### src/rtl/afe_pkg.sv
// afe_pkg: shared types and constants for the AFE SPI result reader.
//
// Contents:
//   afe_state_e      - sequencing FSM states of afe_spi_reader
//   AFE_REG_*        - AFE register addresses (control, LED2/LED1 results)
//   AFE_SPI_READ     - control word that switches the AFE into register-read mode
//   FRAME_BITS       - SCLK periods per SPI frame
//   afe_fmt_channel  - per-channel result formatting
//
// Build option: define AFE_SPI_SIGN_EXT_EN to sign-extend each 24-bit channel
// from bit 21, matching the AFE's 22-bit two's-complement result format.
// When it is undefined, the captured 24 bits are passed through unchanged.

package afe_pkg;

    typedef enum logic [2:0] {
        ST_IDLE,
        ST_WR_CTRL,
        ST_GAP0,
        ST_RD0,
        ST_GAP1,
        ST_RD1,
        ST_DONE
    } afe_state_e;

    localparam logic [7:0]  AFE_REG_CTRL0   = 8'h00;
    localparam logic [7:0]  AFE_REG_LED2VAL = 8'h2A;
    localparam logic [7:0]  AFE_REG_LED1VAL = 8'h2C;
    localparam logic [23:0] AFE_SPI_READ    = 24'h000001;
    localparam int unsigned FRAME_BITS      = 32;

    function automatic logic [23:0] afe_fmt_channel(input logic [23:0] raw);
`ifdef AFE_SPI_SIGN_EXT_EN
        // The AFE result is 22-bit two's complement; bits [23:22] follow bit 21.
        return {{2{raw[21]}}, raw[21:0]};
`else
        return raw;
`endif
    endfunction

endpackage

### src/rtl/afe_spi_shifter.sv
// afe_spi_shifter: one 32-bit SPI mode-0 frame engine (MSB first).
//
// Ports:
//   clk, rst_n   - clock, asynchronous active-low reset
//   go_i         - one-cycle start; ignored while a frame is in flight
//   tx_word_i    - 32-bit word to shift out, sampled on go_i
//   somi_i       - serial data from the slave, sampled on SCLK rising edges
//   rx_word_o    - last 24 bits received (frame cycles 9..32)
//   done_o       - high in the final clk cycle of the frame (SCLK drops on the
//                  following edge), so the caller can raise chip-select on the
//                  same edge as the last falling SCLK edge
//   sclk_o       - SPI clock, idles low, CLK_DIV clk cycles per half period
//   simo_o       - serial data to the slave, updated on SCLK falling edges
//
// Chip-select is not handled here; the caller owns it.

module afe_spi_shifter
    import afe_pkg::*;
#(
    parameter int unsigned CLK_DIV = 8
) (
    input  logic        clk,
    input  logic        rst_n,
    input  logic        go_i,
    input  logic [31:0] tx_word_i,
    input  logic        somi_i,
    output logic [23:0] rx_word_o,
    output logic        done_o,
    output logic        sclk_o,
    output logic        simo_o
);

    logic        active_q;
    logic        sclk_q;
    logic        simo_q;
    logic [7:0]  cnt_q;
    logic [4:0]  bit_q;
    logic [30:0] tx_q;      // bits still to send after the one on simo_q
    logic [23:0] rx_q;      // only the trailing 24 bits carry register data

    logic phase_end;
    assign phase_end = (cnt_q == 8'(CLK_DIV - 1));

    always_ff @(posedge clk or negedge rst_n) begin
        if (!rst_n) begin
            active_q <= 1'b0;
            sclk_q   <= 1'b0;
            simo_q   <= 1'b0;
            cnt_q    <= '0;
            bit_q    <= '0;
            tx_q     <= '0;
            rx_q     <= '0;
        end else if (!active_q) begin
            if (go_i) begin
                // First bit goes out now, a full low phase before the first rise.
                active_q <= 1'b1;
                sclk_q   <= 1'b0;
                simo_q   <= tx_word_i[31];
                tx_q     <= tx_word_i[30:0];
                cnt_q    <= '0;
                bit_q    <= '0;
            end
        end else if (phase_end) begin
            cnt_q <= '0;
            if (!sclk_q) begin
                sclk_q <= 1'b1;
                rx_q   <= {rx_q[22:0], somi_i};
            end else begin
                sclk_q <= 1'b0;
                if (bit_q == 5'(FRAME_BITS - 1)) begin
                    active_q <= 1'b0;
                    simo_q   <= 1'b0;
                end else begin
                    bit_q  <= bit_q + 5'd1;
                    simo_q <= tx_q[30];
                    tx_q   <= {tx_q[29:0], 1'b0};
                end
            end
        end else begin
            cnt_q <= cnt_q + 8'd1;
        end
    end

    assign done_o    = active_q && sclk_q && phase_end && (bit_q == 5'(FRAME_BITS - 1));
    assign rx_word_o = rx_q;
    assign sclk_o    = sclk_q;
    assign simo_o    = simo_q;

endmodule

### src/rtl/afe_spi_reader.sv
// afe_spi_reader: on each AFE ADC_RDY edge, reads the two 24-bit result
// registers over SPI and presents them as one 48-bit word with a ready pulse.
//
// Ports:
//   clk, rst_n  - 50 MHz clock, asynchronous active-low reset
//   start       - level enable; new transactions begin only while high
//   adc_rdy     - AFE ADC_RDY, asynchronous, synchronised internally
//   spi_sclk    - SPI clock (mode 0, idles low)
//   spi_ste     - SPI chip select, active low
//   spi_simo    - master out, MSB first
//   spi_somi    - master in
//   data_out    - {ch1[23:0], ch0[23:0]}, held until the next transaction
//   data_rdy    - one-clk pulse when data_out updates
//   busy        - high from the accepted edge until data_rdy
//   overrun     - one-clk pulse when an adc_rdy edge is dropped
//
// Sequence: control write (SPI_READ), gap, read ADDR_CH0, gap, read ADDR_CH1.
// Build option: AFE_SPI_SIGN_EXT_EN sign-extends each channel from bit 21.

module afe_spi_reader
    import afe_pkg::*;
#(
    parameter int unsigned CLK_DIV  = 8,
    parameter logic [7:0]  ADDR_CH0 = AFE_REG_LED2VAL,
    parameter logic [7:0]  ADDR_CH1 = AFE_REG_LED1VAL,
    parameter int unsigned CS_GAP   = 4
) (
    input  logic        clk,
    input  logic        rst_n,
    input  logic        start,
    input  logic        adc_rdy,
    output logic        spi_sclk,
    output logic        spi_ste,
    output logic        spi_simo,
    input  logic        spi_somi,
    output logic [47:0] data_out,
    output logic        data_rdy,
    output logic        busy,
    output logic        overrun
);

    afe_state_e  state_q;
    logic [1:0]  sync_q;
    logic        sync_prev_q;
    logic [7:0]  gap_q;
    logic        go_q;
    logic        ste_q;
    logic [23:0] ch0_q;
    logic [23:0] ch1_q;
    logic [47:0] data_q;
    logic        rdy_q;
    logic        busy_q;
    logic        ovr_q;

    logic [31:0] tx_word_d;
    logic [23:0] sh_rx;
    logic        sh_done;
    logic        rdy_rise;

    assign rdy_rise = sync_q[1] & ~sync_prev_q;

    // go_q is high in the first cycle of a frame state, so the word is
    // selected from the state the shifter is about to serve.
    always_comb begin
        tx_word_d = '0;
        case (state_q)
            ST_WR_CTRL: tx_word_d = {AFE_REG_CTRL0, AFE_SPI_READ};
            ST_RD0:     tx_word_d = {ADDR_CH0, 24'h000000};
            ST_RD1:     tx_word_d = {ADDR_CH1, 24'h000000};
            default:    tx_word_d = '0;
        endcase
    end

    always_ff @(posedge clk or negedge rst_n) begin
        if (!rst_n) begin
            // Synchroniser resets high so a level already high at release
            // cannot look like a fresh edge.
            sync_q      <= 2'b11;
            sync_prev_q <= 1'b1;
            state_q     <= ST_IDLE;
            gap_q       <= '0;
            go_q        <= 1'b0;
            ste_q       <= 1'b1;
            ch0_q       <= '0;
            ch1_q       <= '0;
            data_q      <= '0;
            rdy_q       <= 1'b0;
            busy_q      <= 1'b0;
            ovr_q       <= 1'b0;
        end else begin
            sync_q      <= {sync_q[0], adc_rdy};
            sync_prev_q <= sync_q[1];
            go_q        <= 1'b0;
            rdy_q       <= 1'b0;
            // busy_q is still high in DONE, so an edge landing there is dropped.
            ovr_q       <= rdy_rise & busy_q;

            case (state_q)
                ST_IDLE: begin
                    if (rdy_rise && start) begin
                        state_q <= ST_WR_CTRL;
                        busy_q  <= 1'b1;
                        ste_q   <= 1'b0;
                        go_q    <= 1'b1;
                    end
                end
                ST_WR_CTRL: begin
                    if (sh_done) begin
                        ste_q   <= 1'b1;
                        gap_q   <= '0;
                        state_q <= ST_GAP0;
                    end
                end
                ST_GAP0: begin
                    if (gap_q == 8'(CS_GAP - 1)) begin
                        ste_q   <= 1'b0;
                        go_q    <= 1'b1;
                        state_q <= ST_RD0;
                    end else begin
                        gap_q <= gap_q + 8'd1;
                    end
                end
                ST_RD0: begin
                    if (sh_done) begin
                        ch0_q   <= sh_rx;
                        ste_q   <= 1'b1;
                        gap_q   <= '0;
                        state_q <= ST_GAP1;
                    end
                end
                ST_GAP1: begin
                    if (gap_q == 8'(CS_GAP - 1)) begin
                        ste_q   <= 1'b0;
                        go_q    <= 1'b1;
                        state_q <= ST_RD1;
                    end else begin
                        gap_q <= gap_q + 8'd1;
                    end
                end
                ST_RD1: begin
                    if (sh_done) begin
                        ch1_q   <= sh_rx;
                        ste_q   <= 1'b1;
                        state_q <= ST_DONE;
                    end
                end
                ST_DONE: begin
                    data_q  <= {afe_fmt_channel(ch1_q), afe_fmt_channel(ch0_q)};
                    rdy_q   <= 1'b1;
                    busy_q  <= 1'b0;
                    state_q <= ST_IDLE;
                end
                default: state_q <= ST_IDLE;
            endcase
        end
    end

    afe_spi_shifter #(
        .CLK_DIV (CLK_DIV)
    ) u_shifter (
        .clk       (clk),
        .rst_n     (rst_n),
        .go_i      (go_q),
        .tx_word_i (tx_word_d),
        .somi_i    (spi_somi),
        .rx_word_o (sh_rx),
        .done_o    (sh_done),
        .sclk_o    (spi_sclk),
        .simo_o    (spi_simo)
    );

    assign spi_ste  = ste_q;
    assign data_out = data_q;
    assign data_rdy = rdy_q;
    assign busy     = busy_q;
    assign overrun  = ovr_q;

endmodule

### config.mk
export PLATFORM = sky130hd
export DESIGN_NAME = afe_spi_reader
export DESIGN_NICKNAME = d
export VERILOG_FILES = /design/src/rtl/afe_pkg.sv /design/src/rtl/afe_spi_shifter.sv /design/src/rtl/afe_spi_reader.sv
export SDC_FILE = /design/constraint.sdc
export NUM_CORES = 1
export LEC_CHECK = 0
export CAP_MARGIN = 20
export CELL_PAD_IN_SITES_DETAIL_PLACEMENT = 1
export CELL_PAD_IN_SITES_GLOBAL_PLACEMENT = 1
export CORE_ASPECT_RATIO = 0.9
export CORE_MARGIN = 3
export CORE_UTILIZATION = 50
export DETAILED_ROUTE_END_ITERATION = 16
export PLACE_DENSITY = 0.92
export SLEW_MARGIN = 20
export SYNTH_ARGS = -nofsm -noshare
export SYNTH_HDL_FRONTEND = slang
export SYNTH_HIERARCHICAL = 1
export SYNTH_SLANG_ARGS = --single-unit
### constraint.sdc
create_clock -name clk -period 5.46 [get_ports clk]
set_clock_uncertainty 0.2 [all_clocks]
set_input_delay 1.092 -clock clk [delete_from_list [all_inputs] [get_ports clk]]
set_output_delay 1.092 -clock clk [all_outputs]
set_load 0.02 [all_outputs]
==> impl_metrics.toml, run 1 <==
[routing]
drt_pass1_iterations = 4
wirelength_mm = 20.3
drtIter0Drc = 274
via_per_inst = 5.59
drc = 0
vias = 5254
drtAntennaViolNets = 0
wire_per_inst_microns = 21.6

[placed_design]
dpl.hpwl_mm = 12.2
place_congestion = 0.803
portBuffers = 58
place_area_sq_mm = 0.00875

[logic_synthesis]
syn_avg_cell_area_sq_um = 12.3
ys_ff_latch = 186
synth_compound_area_share_pct = 3.30
synthSimpleGateAreaFrac_pct = 13.8
synth_warnings = 6
synth_edf_count = 0
synth_mux_area_share_pct = 20.2
synth_flop_cell = "dfrtp_1"
synthAdderAreaFrac_pct = 0.786
synth_top_family_by_area = "multiplexers"
yosysSeqAreaShare_pct = 58.6
synth_xor_area_share_pct = 0.314
synth_cells = 648
mappedNetlistArea_sq_mm = 0.00796
yosysUniqueCellTypes = 57
async_flop_share_pct = 100

[die]
die_h_microns = 126
rows = 43
initial_core_util_pct = 51.4
core_area_sq_mm = 0.0155
die-area_sq_mm = 0.0175
io-pin-count = 59
die_x_microns = 139

[clock_tree]
cts_resized = 0
post_cts_buffers = 0
clk_path_buf_depth = 2
cts_tree = "yes"
cts-htree-levels = 4
clockRootBuffer = "clkbuf_16"
cts_buffers = 17
clk-insertion-delay-late_ns = 0.45
clkSinkCount = 186
ctsHoldBuffers = 0
clk_pin_slew_ns = 0.07

[critical_path]
arrival_ns = 3.66
required_ns = 5.58
cp-end-kind = "register"
rr_startpoint = "u_shifter/active_q$_DFF_PN0_"
critPathLaunchType = "register"
setup.worst_path.class = "register to register"
cp_max_fo = 26
worstReg2RegEnd = "ch1_q[1]$_DFFE_PN0P_"
reg2reg_slack_ns = 1.91
r2r_cells = 6

[cells_and_area]
mostFrequentLayoutCell = "dfrtp_1"
final_area_sq_mm = 0.00938
fillers = 1567
syn_to_final_growth_pct = 17.8
final_cell_mix = "182 x dfrtp_1, 162 x nand2_1, 79 x mux2_2"
drive_above_1_share_pct = 22.1
nets = 735
seq_area_sq_mm = 0.00466
n_antenna_cell = 0
multi_input_area_sq_mm = 0.00316

[sta]
slew_viol_final = 0
hold_violations = 0
relSlewSlack_pct = 34.7
setup_violations = 0
period_share_pct = 65.0
max_freq_mhz = 282
rsz0062_at_grt = "no"
period_needed_ns = 3.55
fin_setup_tns_ns = 0
worst_slew_pin_slew_ns = 0.980

[min_path]
min_path_cells = 0
worst_hold_path.endpoint = "sync_q[1]$_DFF_PN1_"
hold_start = "sync_q[0]$_DFF_PN1_"
hp-class = "register to register"

[global_routing]
grt.overflow.total = 0
grtUsageMet2_pct = 44.6
grt_pass1_wl_mm = 33.5
grt_use_met1_pct = 28.3
grt_use_met3_pct = 5.20
track_usage_pct = 24.4
antenna_found_initial = 0
grt_pass1_vias = 6040
busiest_layer = "met2"
grt_start_max_net_pins = 107

[run_status]
status = "finished, final reports clean"

[power_and_ir_drop]
total_power_w = 0.00344
vdd_ir_drop_max_mv = 0.260
p_leak_nw = 4.71
power_density_mw_per_mm2 = 366

[run]
drv_cap = 0
[worst max-delay path by stage]
stage	from	endpoint	slack, ns	cells past startpoint
2_1_floorplan	u_shifter/bit_q[0]$_DFFE_PN0P_	u_shifter/tx_q[10]$_DFFE_PN0P_	2.94	10
3_3_place_gp	u_shifter/active_q$_DFF_PN0_	ch1_q[9]$_DFFE_PN0P_	1.86	6
3_5_place_dp	u_shifter/active_q$_DFF_PN0_	ch1_q[8]$_DFFE_PN0P_	1.62	6
4_1_cts	u_shifter/active_q$_DFF_PN0_	ch1_q[1]$_DFFE_PN0P_	1.51	6
5_1_grt	u_shifter/active_q$_DFF_PN0_	ch1_q[1]$_DFFE_PN0P_	1.70	6
6_report	u_shifter/active_q$_DFF_PN0_	ch1_q[1]$_DFFE_PN0P_	1.91	6
[metrics by stage]
stage | hold slack [ns] | std cells | worst slack, ns | utilization [%]
6_report | 0.158 | 940 | 1.91 | 60.5
5_1_grt | 0.166 | 940 | 1.70 | 60.5
4_1_cts | 0.159 | 940 | 1.51 | 60.5
3_5_place_dp | 0.151 | 908 | 1.62 | 56.5
3_3_place_gp | 0.148 | 907 | 1.86 | 56.4
2_1_floorplan | 0.145 | 674 | 2.94 | -
[metal layers]
| metal | routed length (microns) | vias up |
|---|---|---|
| li1 | - | 2347 |
| met1 | 8120 | 2749 |
| met2 | 11000 | 114 |
| met3 | 598 | 44 |
| met4 | 571 | 0 |
| met5 | 0 | - |
[state kept, by name, indices dropped and copies added (netlist names)]
name                 flops
u_shifter/bit_q          5
busy                     1
state_q                  3
u_shifter/cnt_q          8
u_shifter/tx_q          31
sync_prev_q              1
ch0_q                   24
u_shifter/simo_o         1
ch1_q                   24
gap_q                    8
data_out                48
overrun                  1
go_q                     1
u_shifter/active_q       1
data_rdy                 1
u_shifter/rx_word_o     24
spi_ste                  1
u_shifter/sclk_o         1
sync_q                   2
[critical path, cell delays in order, from the launching register on]
cell and delay [ns]:
dfrtp_1 0.99, buf_4 0.45, inv_1 0.23, nor2_1 0.21, and3_1 0.34, nand2_2 0.45
mux2_1 0.52
[synthesized netlist by cell type (all sizes together) (4+ instances only)]
library cell	instances	area, sq um
dfstp	4	105
or3	4	25.0
nand2	164	616
buf	20	155
and3	7	43.8
o21ai	16	80.1
a21oi	4	20.0
inv	12	45.1
dfrtp	182	4550
mux2	132	1580
ha	5	62.6
nor2	9	33.8
o211ai	4	30.0
nor3	7	57.6
nand3	18	90.1
clkbuf	11	41.3
[power by group]
group | internal, W | switching (W)
clock network | 0.000704 | 0.000616
logic | 0.000270 | 0.000203
registers | 0.00151 | 0.000136
total | 0.00248 | 0.000955
[area by class of cell]
type / instances / area share, %
clock buffers: 17 / 4.54
clock inverters: 15 / 2.08
inverters: 12 / 0.480
multi-input cells: 445 / 33.7
flip-flops and latches: 186 / 49.7
well taps: 202 / 2.70
repair buffers: 63 / 6.82
[kinds of logic (layout without fill, tap and decap cells)]
group                      Yosys count  count (layout)
other                                1              27
muxes                              134             134
and+or+nand+nor                    237             237
buffers and inverters               43             107
AOI/OAI and AO/OA                   40              40
DFF                                186             186
adders and majority gates            5               5
xor gates and xnor gates             2               2
(Power assumes the default switching activity.)
==> inputs of run 2 (changes only) <==
--- a/config.mk
+++ b/config.mk
@@ -10,9 +10,9 @@
 export CELL_PAD_IN_SITES_GLOBAL_PLACEMENT = 1
 export CORE_ASPECT_RATIO = 0.9
 export CORE_MARGIN = 3
-export CORE_UTILIZATION = 50
+export CORE_UTILIZATION = 48
 export DETAILED_ROUTE_END_ITERATION = 16
-export PLACE_DENSITY = 0.92
+export PLACE_DENSITY = 0.89
 export SLEW_MARGIN = 20
 export SYNTH_ARGS = -nofsm -noshare
 export SYNTH_HDL_FRONTEND = slang
==> constraint.sdc (replaced) <==
create_clock -name clk -period 3.7 [get_ports clk]
set_clock_uncertainty 0.2 [all_clocks]
set_input_delay 0.74 -clock clk [delete_from_list [all_inputs] [get_ports clk]]
set_output_delay 0.74 -clock clk [all_outputs]
set_load 0.02 [all_outputs]
==> impl_metrics.toml, run 2 (same netlist as run 1, synthesis figures left out) <==
[sta]
relSlewSlack_pct = 39.4
fin_setup_tns_ns = 0
period_needed_ns = 2.89
max_freq_mhz = 346
slew_viol_final = 0
worst_slew_pin_slew_ns = 0.909
setup_violations = 0
period_share_pct = 78.2
hold_violations = 0
rsz0062_at_grt = "no"

[routing]
drtAntennaViolNets = 0
drc = 0
wirelength_mm = 19.4
wire_per_inst_microns = 20.4
drtIter0Drc = 270
via_per_inst = 5.45
drt_pass1_iterations = 4
vias = 5179

[global_routing]
antenna_found_initial = 0
track_usage_pct = 22.8
grt.overflow.total = 0
grtUsageMet2_pct = 41.2
grt_use_met3_pct = 4.81
grt_pass1_wl_mm = 32.4
busiest_layer = "met2"
grt_use_met1_pct = 26.9
grt_pass1_vias = 5968
grt_start_max_net_pins = 80

[clock_tree]
clk-insertion-delay-late_ns = 0.44
clk_path_buf_depth = 2
clkSinkCount = 186
ctsHoldBuffers = 0
clk_pin_slew_ns = 0.07
cts-htree-levels = 4
cts_resized = 0
cts_buffers = 17
post_cts_buffers = 0
clockRootBuffer = "clkbuf_16"
cts_tree = "yes"

[critical_path]
cp_max_fo = 21
cp-end-kind = "register"
setup.worst_path.class = "register to register"
critPathLaunchType = "register"
r2r_cells = 8
reg2reg_slack_ns = 0.81
required_ns = 3.82
rr_startpoint = "u_shifter/bit_q[0]$_DFFE_PN0P_"
arrival_ns = 3.01
worstReg2RegEnd = "u_shifter/tx_q[6]$_DFFE_PN0P_"

[cells_and_area]
post-route-util_pct = 58.2
fillers = 1644
final_cell_mix = "182 x dfrtp_1, 164 x nand2_1, 79 x mux2_2"
n_antenna_cell = 0
syn_to_final_growth_pct = 18.4
drive_above_1_share_pct = 22.3
mostFrequentLayoutCell = "dfrtp_1"
largest_register_ffs = 48
nets = 741

[power_and_ir_drop]
p_sw_w = 0.00136
power_density_mw_per_mm2 = 536
internal_power_w = 0.00369
switching_share_pct = 26.9
power_frac_seq_pct = 47.7
p_leak_nw = 4.74
clkPwrFrac_pct = 38.4
comb_power_share_pct = 13.9
vdd_ir_drop_max_mv = 0.368

[die]
core_area_sq_mm = 0.0162
die-area_sq_mm = 0.0182
initial_core_util_pct = 49.2
rows = 44
io-pin-count = 59
die_h_microns = 128
die_x_microns = 142

[run_status]
status = "finished, final reports clean"

[placed_design]
portBuffers = 58
place_congestion = 0.800
dpl.hpwl_mm = 12.0

[run]
drv_cap = 0

[min_path]
hp-class = "input port to asynchronous set/reset pin"
-- run 2: cell types whose count changed in the layout (fill, tap and decap cells not counted), sizes merged --
cell,previous run,this run
buf,6,12
clkbuf,17,19
clkinvlp,1,0
inv,22,21
-- run 2: layer usage --
layer	vias up	routed length [microns]
met4	0	504
met1	2700	7900
met5	-	0
met3	41	468
met2	93	10500
li1	2345	-
-- run 2: power by group through the flow --
stage | clock network [W] | registers (W) | logic [W]
finish | 0.00194 | 0.00241 | 0.000704
floorplan | 0 | 0.00238 | 0.000533
detailed placement | 0 | 0.00243 | 0.000688
CTS | 0.00197 | 0.00241 | 0.000712
global placement | 0 | 0.00241 | 0.000635
global route | 0.00206 | 0.00243 | 0.000767
-- run 2: through the flow --
step                setup slack [ns]  instance area (sq um)  hold WS, ns  std cells  power, W
finish                         0.807                   9420        0.130        951   0.00505
global route                   0.694                   9420        0.166        951   0.00526
CTS                            0.817                   9420        0.153        951   0.00509
detailed placement             0.876                   8790        0.163        919   0.00312
global placement                1.02                   8790        0.151        919   0.00304
floorplan                       1.18                   8060        0.145        674   0.00291
-- run 2: worst max-delay path: stages, from the launching register on --
cell	delay, ns
dfrtp_1	0.41
ha_1	0.24
and3_1	0.20
ha_1	0.21
and4bb_4	0.34
and3_1	0.32
a21o_1	0.16
buf_4	0.35
mux2_4	0.34
-- run 2: area by class of cell --
type / instances / area (sq um) / area share, %
clock inverter: 13 / 171 / 1.82
sequential: 186 / 4660 / 49.5
tap: 207 / 259 / 2.75
multi-input combinational: 445 / 3150 / 33.5
inverter: 12 / 45.0 / 0.478
timing repair buffer: 69 / 677 / 7.19
clock buffer: 19 / 453 / 4.81
-- run 2: worst max-delay path by stage --
stage	from	endpoint	slack, ns	depth (start not counted)
6_report	u_shifter/bit_q[0]$_DFFE_PN0P_	u_shifter/tx_q[6]$_DFFE_PN0P_	0.81	8
5_1_grt	u_shifter/bit_q[0]$_DFFE_PN0P_	u_shifter/tx_q[6]$_DFFE_PN0P_	0.69	8
4_1_cts	u_shifter/bit_q[0]$_DFFE_PN0P_	u_shifter/tx_q[6]$_DFFE_PN0P_	0.82	8
3_5_place_dp	u_shifter/bit_q[0]$_DFFE_PN0P_	u_shifter/tx_q[4]$_DFFE_PN0P_	0.88	8
3_3_place_gp	u_shifter/bit_q[0]$_DFFE_PN0P_	u_shifter/tx_q[10]$_DFFE_PN0P_	1.02	8
2_1_floorplan	u_shifter/bit_q[0]$_DFFE_PN0P_	u_shifter/tx_q[10]$_DFFE_PN0P_	1.18	10
==> inputs of run 3 (changes only) <==
==> constraint.sdc (replaced) <==
create_clock -name clk -period 3 [get_ports clk]
set_clock_uncertainty 0.2 [all_clocks]
set_input_delay 0.6 -clock clk [delete_from_list [all_inputs] [get_ports clk]]
set_output_delay 0.6 -clock clk [all_outputs]
set_load 0.02 [all_outputs]
==> impl_metrics.toml, run 3 (same netlist as run 1, synthesis figures left out) <==
[run_status]
status = "finished, final reports clean"

[power_and_ir_drop]
p_sw_w = 0.00172
clkPwrFrac_pct = 37.7
vdd_ir_drop_max_mv = 0.430
p_leak_nw = 4.73
power_density_mw_per_mm2 = 653
internal_power_w = 0.00443
total_power_w = 0.00615
comb_power_share_pct = 14.1
power_frac_seq_pct = 48.2
switching_share_pct = 27.9

[sta]
setup_violations = 0
worst_slew_pin_slew_ns = 0.897
period_share_pct = 95.4
period_needed_ns = 2.86
slew_viol_final = 0
rsz0062_at_grt = "no"
relSlewSlack_pct = 40.1
hold_violations = 0
hold-worst-slack_ns = 0.163
fin_setup_tns_ns = 0
max_freq_mhz = 350

[placed_design]
place.detailed.instances = 917
portBuffers = 58
place_congestion = 0.798
dpl.hpwl_mm = 11.6

[die]
die-area_sq_mm = 0.0182
die_h_microns = 128
rows = 44
die_x_microns = 142
io-pin-count = 59
core_area_sq_mm = 0.0162
initial_core_util_pct = 49.2

[routing]
top_layer_used = "met4"
via_per_inst = 5.50
drtIter0Drc = 312
drt_pass1_iterations = 4
wire_per_inst_microns = 21.3
wl_met3_microns = 447
vias = 5228
wl_met1_mm = 8.55
route.met2.wl_mm = 10.8
wirelength_mm = 20.2
drtAntennaViolNets = 0
drc = 0

[clock_tree]
clk_pin_slew_ns = 0.08
cts_tree = "yes"
cts_buffers = 17
cts-htree-levels = 4
clk-insertion-delay-late_ns = 0.44
clk_path_buf_depth = 2
clockRootBuffer = "clkbuf_16"
clkSinkCount = 186
post_cts_buffers = 0

[cells_and_area]
fillers = 1664
final_cell_mix = "182 x dfrtp_1, 164 x nand2_1, 79 x mux2_2"
seq_area_sq_mm = 0.00466
drive_above_1_share_pct = 22.1
largest_register_ffs = 48
n_antenna_cell = 0
syn_to_final_growth_pct = 18.4
nets = 740
final_cells = 950
mostFrequentLayoutCell = "dfrtp_1"
multi_input_area_sq_mm = 0.00315

[global_routing]
grt_start_max_net_pins = 60
grt_pass1_vias = 5952
grt_pass1_wl_mm = 33.3
antenna_found_initial = 0
track_usage_pct = 23.6
grt.overflow.total = 0

[run]
drv_cap = 0

[critical_path]
cp-end-kind = "register"
setup.worst_path.class = "register to register"
critPathLaunchType = "register"
cp_max_fo = 34
required_ns = 3.13
arrival_ns = 2.99

[min_path]
hp-class = "register to register"
## run 3: cell types whose count changed in the layout (fill, tap and decap cells not counted), sizes merged
cell         previous run  this run
buf                    12        10
bufinv                  2         1
clkbuf                 19        17
clkinv                  2         6
dlygate4sd3             0         1
inv                    21        20
## run 3: cell type report
class	instances	area share, %
clock buffers	17	4.52
repair buffers	68	7.40
well taps	207	2.75
clock inverters	15	1.93
multi-input cells	445	33.5
inverters	12	0.478
flip-flops and latches	186	49.5
## run 3: path summary, 6_finish.rpt
path                                                 from                              to  slack [ns]  cells after the start
setup / recovery           u_shifter/bit_q[0]$_DFFE_PN0P_   u_shifter/tx_q[1]$_DFFE_PN0P_        0.14                      8
hold / removal                        sync_q[0]$_DFF_PN1_             sync_q[1]$_DFF_PN1_        0.16                      0
setup reg to reg           u_shifter/bit_q[0]$_DFFE_PN0P_   u_shifter/tx_q[1]$_DFFE_PN0P_        0.14                      8
hold reg to reg                       sync_q[0]$_DFF_PN1_             sync_q[1]$_DFF_PN1_        0.16                      0
max in group asynchronous                           rst_n  u_shifter/tx_q[11]$_DFFE_PN0P_        1.30                      3
min in group asynchronous                           rst_n        data_out[41]$_DFFE_PN0P_        0.42                      2
## run 3: stage by stage
step                utilization, %  setup WS (ns)  instance area [sq um]
global route                  58.2         0.0614                   9420
detailed placement            54.4          0.194                   8800
floorplan                        -          0.481                   8060
global placement              54.4          0.349                   8800
finish                        58.2          0.139                   9420
CTS                           58.2          0.157                   9420
## run 3: critical path, cell delays in order, from the launching register on
cell and delay (ns):
dfrtp_1 0.41, ha_1 0.23, and3_1 0.21, ha_1 0.22, and4bb_4 0.34, and3_1 0.32, a21o_1 0.17, buf_12 0.26
mux2_2 0.38
## run 3: timing repair
item / CTS / global route
gates resized for setup: 0 / 0
hold buffers: 1 / 0
endpoints found under the hold margin: 27 / 0
## run 3: power by group through the flow
stage | combinational (W) | clock [W] | sequential, W
final | 0.000865 | 0.00232 | 0.00297
after detailed placement | 0.000842 | 0 | 0.00300
after CTS | 0.000871 | 0.00236 | 0.00296
after global placement | 0.000779 | 0 | 0.00297
after global routing | 0.000943 | 0.00247 | 0.00300
after floorplan | 0.000658 | 0 | 0.00293
## run 3: metal layers
layer	vias to the layer above	track usage, %
met5	-	0
met2	87	41.2
met3	34	3.02
met1	2762	30.2
li1	2345	-
met4	0	8.75
==> RTL change: new RTL, settings of run 1 <==
Register the output `overrun` once more, without a reset; this adds one clock of latency there. The other outputs are not delayed to match.
--- a/src/rtl/afe_spi_reader.sv
+++ b/src/rtl/afe_spi_reader.sv
@@ -173,7 +173,9 @@
     assign data_out = data_q;
     assign data_rdy = rdy_q;
     assign busy     = busy_q;
-    assign overrun  = ovr_q;
+    always_ff @(posedge clk) begin
+        overrun <= ovr_q;
+    end
 
 endmodule
 
Check against the original RTL: not equivalent (Yosys sat finds a counterexample within 10 cycles, from zero or initial values and one cycle with rst_n low).
==> RTL change against run 1 <==
Final area hardly changed. Setup slack better by 56 ps. Fmax is 1.6% higher. Count of clock-buffer cells in the layout is 2 higher. Routed wire length is 5.3% lower. Critical path depth is 2 higher. Die area is 0.39% higher. Synthesized area is 0.41% higher. Critical path type unchanged. Sequential cell count is 1 higher.
Power is not compared: it rests on default switching activity, and its combinational part moved more than twofold at a synthesized area within 25%.
==> RTL change: results (changes against run 1) <==
The sequential cell area fraction in the yosys report came to 58.6% (about the same). The share of async-settable or async-resettable flops after synthesis is 99.5% (-0.53 points). The largest fanout on the critical path came out at 20 (-23%). The number of antenna violations at the first check in global routing is 0 (unchanged). The worst register-to-register path begins at u_shifter/bit_q[0]. The destination of the critical timing path is u_shifter/tx_q[10]. The post-detailed-placement cell area came out at 8780 um2 (+0.37%). Ranked by instance count, the synthesized netlist is headed by sky130_fd_sc_hd__dfrtp_1, sky130_fd_sc_hd__nand2_1, sky130_fd_sc_hd__mux2_2. The routed via count is 5157 (-1.8%). The setup slack of the most critical reg-to-reg path is 1970 ps (+60 ps). The largest stage delay on the critical path was 640 ps (-350 ps).

The depth of the worst register-to-register path is 8 (+2). The clock insertion delay at the later pin of the skew report was 430 ps (-20 ps). The met2 routing resource usage after global routing is 41.2% (-3.4 points).

The via density per instance came out at 5.49 (-1.8%). The share of post-route cells with drive strength above 1 is 25.9% (+3.8 points). The kind of cell with the highest combined delay along the critical path is simple AND/OR/NAND/NOR gates.

The data arrival time of the critical path came out at 3610 ps (-50 ps). The maximum number of pins on one net before global-route repair came out at 98 (-8.4%). The global-route track usage on met1 came out at 27.2% (-1.1 points). The final cycle utilization of the critical path is 63.9% (-1.0 points). The met1 layer wirelength in the final routing was 7970 um (-1.8%). The global-route usage over all layers is 22.8% (-1.6 points). The flow ran to the end, and the final reports show no timing, DRC or antenna violations.

The worst setup timing slack at the placement stage was 1730 ps (+117 ps). The wire length on met3 was 507 um (-15%). The number of global-route vias before repair is 5964 (-1.3%). The weighted congestion at the end of routability-driven global placement came to 0.794 (-1.1%). The transition at the pin with the smallest max-transition slack came out at 859 ps (-121 ps). Yosys attributes the largest share of cell area to sky130_fd_sc_hd__dfrtp_1, sky130_fd_sc_hd__mux2_2, sky130_fd_sc_hd__nand2_1. The number of DRC markers after the initial detailed-route iteration is 314 (+15%).

The placed wire-length estimate after detailed placement is 11800 um (-2.9%). The wire length of the first global-routing pass came out at 31700 um (-5.3%). Sequential cells account for 52.3% of the total power. The relative contribution of the clock network to total power is around 45%. The wire length reported by the detailed router is 19200 um (-5.3%). The slowest stage cell on the critical path is sky130_fd_sc_hd__a21o_1. The met2 wire length came to 10300 um (-6.5%). The global-route met3 utilization was 4.21% (-0.99 points). The average instance area after synthesis came out at 12.3 um2 (+0.25%). The number of different library cells in the post-synthesis netlist is 56 (-1.8%).
## RTL change: layout make-up
class / count / area (um2)
Inverter: 11 / 41.3
Timing Repair Buffer: 63 / 632
Sequential cell: 187 / 4680
Tap cell: 202 / 253
Multi-Input combinational cell: 445 / 3190
Clock buffer: 19 / 453
Fill cell: 1566 / 6180
Clock inverter: 13 / 119
## RTL change: worst min-delay path by stage
stage / end / slack [ps] / cells after the start
2_1_floorplan: overrun / 120 / 0
3_3_place_gp: overrun / 130 / 0
3_5_place_dp: overrun / 150 / 0
4_1_cts: overrun / 160 / 0
5_1_grt: sync_q[1] / 170 / 0
6_report: sync_q[1] / 160 / 0
## RTL change: kinds of logic after synthesis
group           synth area share (%)
buf+inv                         2.94
fa+ha+maj                      0.783
simple gates                    13.3
compound gates                  3.45
other cells                   0.0469
xor+xnor                       0.548
mux                             20.4
flops                           58.6
